**src/rtl/effects_engine.sv**
```systemverilog
// Streaming per-pixel colour effects: reads a frame from source memory, applies the selected effect, writes it out.
// Define EFFECTS_ENGINE_THRESH_EN to add the mode-5 grayscale threshold; otherwise mode 5 passes pixels through.
module effects_engine #(
  parameter int unsigned CH_W    = 8,
  parameter int unsigned NUM_PIX = 900,
  parameter int unsigned ADDR_W  = $clog2(NUM_PIX)
) (
  input  logic                clk,
  input  logic                rst,
  input  logic                start,
  input  logic [2:0]          mode,
  input  logic [CH_W-1:0]     level,
  output logic                rd_en,
  output logic [ADDR_W-1:0]   rd_addr,
  input  logic [3*CH_W-1:0]   rd_data,
  output logic                wr_en,
  input  logic                wr_ready,
  output logic [ADDR_W-1:0]   wr_addr,
  output logic [3*CH_W-1:0]   wr_data,
  output logic                busy,
  output logic                done
);

  localparam int unsigned    PIX_W = 3 * CH_W;
  localparam logic [ADDR_W-1:0] LAST = ADDR_W'(NUM_PIX - 1);
  localparam logic [CH_W-1:0]   MAXV = '1;

  typedef enum logic [1:0] {S_IDLE, S_RUN, S_DRAIN} state_t;

  state_t              state, state_nxt;
  logic                stall;
  logic                wr_fire;
  logic                start_acc;
  logic [2:0]          mode_q;
  logic [CH_W-1:0]     level_q;
  logic                s1_valid;
  logic [ADDR_W-1:0]   s1_addr;
  logic [PIX_W-1:0]    pix_out;
  logic [CH_W+1:0]     gray_sum;
  logic [CH_W-1:0]     gray;
  logic [CH_W-1:0]     ch;
  logic [CH_W:0]       sum;
  logic [CH_W-1:0]     res;

  assign wr_fire   = wr_en & wr_ready;
  assign start_acc = (state == S_IDLE) & start;

  // State register
  always_ff @(posedge clk) begin
    if (rst) state <= S_IDLE;
    else     state <= state_nxt;
  end

  // Next-state logic
  always_comb begin
    state_nxt = state;
    case (state)
      S_IDLE:  if (start) state_nxt = S_RUN;
      S_RUN:   if (rd_en && rd_addr == LAST) state_nxt = S_DRAIN;
      S_DRAIN: if (wr_fire && wr_addr == LAST) state_nxt = S_IDLE;
      default: state_nxt = S_IDLE;
    endcase
  end

  // Read strobe drops in the stalled cycle itself so the memory keeps the unconsumed pixel
  always_comb begin
    stall = wr_en & ~wr_ready;
    rd_en = (state == S_RUN) & ~stall;
    busy  = (state != S_IDLE);
  end

  // Effect datapath on the pixel currently presented by the memory
  always_comb begin
    gray_sum = (CH_W+2)'(rd_data[PIX_W-1 -: CH_W])
             + ((CH_W+2)'(rd_data[2*CH_W-1 -: CH_W]) << 1)
             + (CH_W+2)'(rd_data[CH_W-1:0]);
    gray     = CH_W'(gray_sum >> 2);
    pix_out  = rd_data;
    ch       = '0;
    sum      = '0;
    res      = '0;
    for (int i = 0; i < 3; i++) begin
      ch  = rd_data[i*CH_W +: CH_W];
      sum = (CH_W+1)'(ch) + (CH_W+1)'(level_q);
      case (mode_q)
        3'd1:    res = sum[CH_W] ? MAXV : sum[CH_W-1:0];
        3'd2:    res = (ch > level_q) ? (ch - level_q) : '0;
        3'd3:    res = MAXV - ch;
        3'd4:    res = gray;
`ifdef EFFECTS_ENGINE_THRESH_EN
        3'd5:    res = (gray >= level_q) ? MAXV : '0;
`endif
        default: res = ch;
      endcase
      pix_out[i*CH_W +: CH_W] = res;
    end
  end

  // Address generation, pipeline registers and done pulse
  always_ff @(posedge clk) begin
    if (rst) begin
      mode_q   <= '0;
      level_q  <= '0;
      rd_addr  <= '0;
      s1_valid <= 1'b0;
      s1_addr  <= '0;
      wr_en    <= 1'b0;
      wr_addr  <= '0;
      wr_data  <= '0;
      done     <= 1'b0;
    end else begin
      if (start_acc) begin
        mode_q  <= mode;
        level_q <= level;
        rd_addr <= '0;
      end else if (rd_en && rd_addr != LAST) begin
        rd_addr <= rd_addr + ADDR_W'(1);
      end
      if (!stall) begin
        s1_valid <= rd_en;
        s1_addr  <= rd_addr;
        wr_en    <= s1_valid;
        if (s1_valid) begin
          wr_addr <= s1_addr;
          wr_data <= pix_out;
        end
      end
      done <= (state == S_DRAIN) && wr_fire && (wr_addr == LAST);
    end
  end

endmodule

```
**config.mk**
```make
export PLATFORM = sky130hd
export DESIGN_NAME = effects_engine
export DESIGN_NICKNAME = d
export VERILOG_FILES = /design/src/rtl/effects_engine.sv
export SDC_FILE = /design/constraint.sdc
export NUM_CORES = 1
export LEC_CHECK = 0
export CAP_MARGIN = 20
export CORE_MARGIN = 10
export CORE_UTILIZATION = 46
export CTS_CLUSTER_DIAMETER = 200
export DETAILED_ROUTE_END_ITERATION = 10
export GPL_TIMING_DRIVEN = 0
export PLACE_DENSITY = 0.75
export SLEW_MARGIN = 30
export SYNTH_ARGS = -nofsm -noshare
export SYNTH_HDL_FRONTEND = slang
export SYNTH_SLANG_ARGS = --single-unit
```
**constraint.sdc**
```tcl
create_clock -name clk -period 8.1 [get_ports clk]
set_input_delay 2.025 -clock clk [delete_from_list [all_inputs] [get_ports clk]]
set_output_delay 2.025 -clock clk [all_outputs]
set_load 0.1 [all_outputs]
```
==> flow_metrics.env <==
export IMPL_status="finished clean"
export IMPL_async_flop_share=0
export IMPL_fin_nets=1009
export IMPL_ctsHoldBuffers=0
export IMPL_yosysWarningCount=0
export IMPL_seq_area_frac_synth=0.230
export IMPL_die_h_um=135
export IMPL_syn_avg_cell_area_um2=7.59
export IMPL_clk_pin_slew_ns=0.06
export IMPL_netlist_cell_type_count=68
export IMPL_drive_gt1_frac=0.0564
export IMPL_required_ns=6.08
export IMPL_fin_crit_sh=0.771
export IMPL_num_io_pins=87
export IMPL_n_antenna_cell=0
export IMPL_grt_pass1_vias=6168
export IMPL_clock_sinks=70
export IMPL_start_util=0.465
export IMPL_cts_resized_gates=0
export IMPL_coreArea_um2=13100
export IMPL_overflow=0
export IMPL_place_gp_congestion=0.962
export IMPL_pwr_density_cell_nw_per_um2=164
export IMPL_cp_start_kind="input pin"
export IMPL_ys_flop_type="dfxtp_1"
export IMPL_fin_skew_ns=0.00734
export IMPL_clock_latency_ns=0.35
export IMPL_mappedNetlistArea_um2=6110
export IMPL_die_w_um=135
export IMPL_grt_use_total=0.233
export IMPL_final_util=0.569
export IMPL_antenna_found_initial=0
export IMPL_rows=42
export IMPL_post_cts_buffers=0
export IMPL_ys_ff_latch=70
export IMPL_end_kind="output port"
export IMPL_max_freq_mhz=160
export IMPL_routed_via_density=5.98
export IMPL_min_path_type="flip-flop to flip-flop"
export IMPL_setup_viol=0
export IMPL_drv_slew=0
export IMPL_syn_num_nets=913
export IMPL_design_die_area_um2=18300
export IMPL_drt_iter0_markers=785
export IMPL_io_buffers=85
export IMPL_total_power_mw=1.22
export IMPL_cts_tree="yes"
export IMPL_wl_um=21500
export IMPL_grt_pass1_wl_um=33600
export IMPL_avgRoutedWirePerCell_um=19.9
export IMPL_worst_pin_slew_ns=1.00
export IMPL_period_needed_ns=6.24
export IMPL_relSlewSlack=0.331
export IMPL_final_hold_violation_count=0
export IMPL_area_growth_pct=22.5
export IMPL_dr_pass1_iters=5
export IMPL_dr_total_vias=6468
export IMPL_arrival_ns=4.22
export IMPL_clock_path_buffers=2
export IMPL_cap_violations=0
export IMPL_ir_worst_vdd_uv=111
export IMPL_dp_hpwl_um=16500
export IMPL_route_detailed_drc=0
export IMPL_cts_buffers_inserted=9
export IMPL_fin_tns_setup_ns=0
export IMPL_critPathMaxFanout=6
export IMPL_synthCells=804
export IMPL_leakagePower_nw=2.79
export IMPL_grt_max_degree=15
export IMPL_grt_setup_unrepaired="no"
export IMPL_synth_edff_count=0
export IMPL_antenna_left=0
export IMPL_cts_root_buffer="clkbuf_16"
export IMPL_path_class="input pin to output port"
export IMPL_htreeDepth=3
==> cells by family (layout without fill, tap and decap cells) <==
| logic type | count (synthesis) | in the layout | synth area share |
|---|---|---|---|
| multiplexers | 4 | 4 | 0.00656 |
| adder cells (fa/ha/maj) | 70 | 70 | 0.161 |
| AND/OR/NAND/NOR | 303 | 303 | 0.240 |
| XOR/XNOR | 30 | 30 | 0.0430 |
| buffers and inverters | 80 | 181 | 0.0543 |
| AO/OA/AOI/OAI | 247 | 247 | 0.266 |
| flip-flops | 70 | 70 | 0.230 |
==> per-layer routing <==
metal  global-route usage  part of all wire  vias to the layer above
met5                    0                 0                        -
met4               0.0975             0.040                        0
met3               0.0590              0.10                       64
met2                0.350              0.43                      336
met1                0.309              0.43                     2983
li1                     -                 -                     3085
==> cell usage in the layout, fill, tap and decap left out, types with 5 or more instances in the layout <==
cell	count
o21a_1	13
nand4_1	9
nor3b_1	6
buf_2	16
o221ai_1	6
xnor2_1	17
o31ai_1	6
nand2b_1	20
clkdlybuf4s50_1	85
and2_1	5
inv_1	37
a211oi_1	7
o211ai_1	10
nand2_1	111
dfxtp_1	70
or3_1	6
o21ai_0	60
a21oi_1	77
nand3b_1	6
fa_1	14
nor2b_1	17
nor3_1	38
and3_1	8
ha_1	56
o2111ai_1	5
clkbuf_16	9
nand3_1	16
clkbuf_1	24
xor2_1	13
a21o_1	11
nor2_1	46
==> worst max-delay path: stages <==
cell	delay (ns)
clkdlybuf4s50_1	0.51
nand2b_1	0.24
nand2_1	0.15
inv_1	0.13
clkdlybuf4s50_1	1.15
==> area by class of cell <==
class	instances	area [µm²]
sequential	70	1400
clock inverter	7	77.6
buffer	43	193
inverter	37	139
multi-input combinational	654	4370
fill	1255	5660
clock buffer	9	225
timing repair buffer	85	851
tap	176	220
==> synth_stat cells (all sizes together), types with 5 or more instances <==
cell | number | share of area
nor3b | 6 | 0.0074
o2111ai | 5 | 0.0072
ha | 56 | 0.11
inv | 37 | 0.023
clkbuf | 24 | 0.015
nand3b | 6 | 0.0074
o21ai | 60 | 0.049
nand2 | 111 | 0.068
a21o | 11 | 0.014
buf | 19 | 0.017
fa | 14 | 0.046
a221oi | 5 | 0.0092
xnor2 | 17 | 0.024
and2 | 5 | 0.0051
o31ai | 7 | 0.011
o211ai | 10 | 0.012
nand4 | 9 | 0.0092
nor2b | 17 | 0.017
dfxtp | 70 | 0.23
nor2 | 46 | 0.028
nand2b | 20 | 0.020
a21oi | 78 | 0.065
or3 | 6 | 0.0061
nand3 | 16 | 0.013
nor3 | 38 | 0.031
o221ai | 6 | 0.0086
and3 | 8 | 0.0082
o21a | 13 | 0.016
a211oi | 8 | 0.011
xor2 | 13 | 0.019
==> sequential cells by signal, indices dropped and copies added, names as in the netlist, 2 cells and up <==
register and cells:
level_q 8, mode_q 3, rd_addr 10, s1_addr 10
state 2, wr_addr 10, wr_data 24
==> power breakdown <==
group          leakage [nW]  switching (mW)  internal, mW
logic                  2.07           0.284         0.153
registers             0.569          0.0161         0.357
clock network         0.147           0.171         0.242
total                  2.79           0.471         0.752
==> through the flow <==
step	setup WS (ns)	cells	hold slack (ns)	area, µm²
after detailed placement	1.87	1065	0.428	7180
after global placement	1.86	1065	0.427	7180
final	1.86	1081	0.433	7480
after CTS	1.87	1081	0.437	7480
after floorplan	3.13	804	0.432	6110
after global routing	1.79	1081	0.454	7480
==> path summary, 6_finish.rpt <==
check	cells past startpoint	start	slack (ns)	end
worst max register to register	8	level_q[1]	4.67	wr_data[0]
worst min-delay path	2	wr_data[0]	0.43	wr_data[0]
worst max-delay path	5	wr_ready	1.86	rd_en
worst min register to register	2	wr_data[0]	0.43	wr_data[0]
Power figures use the tool's default switching activity.
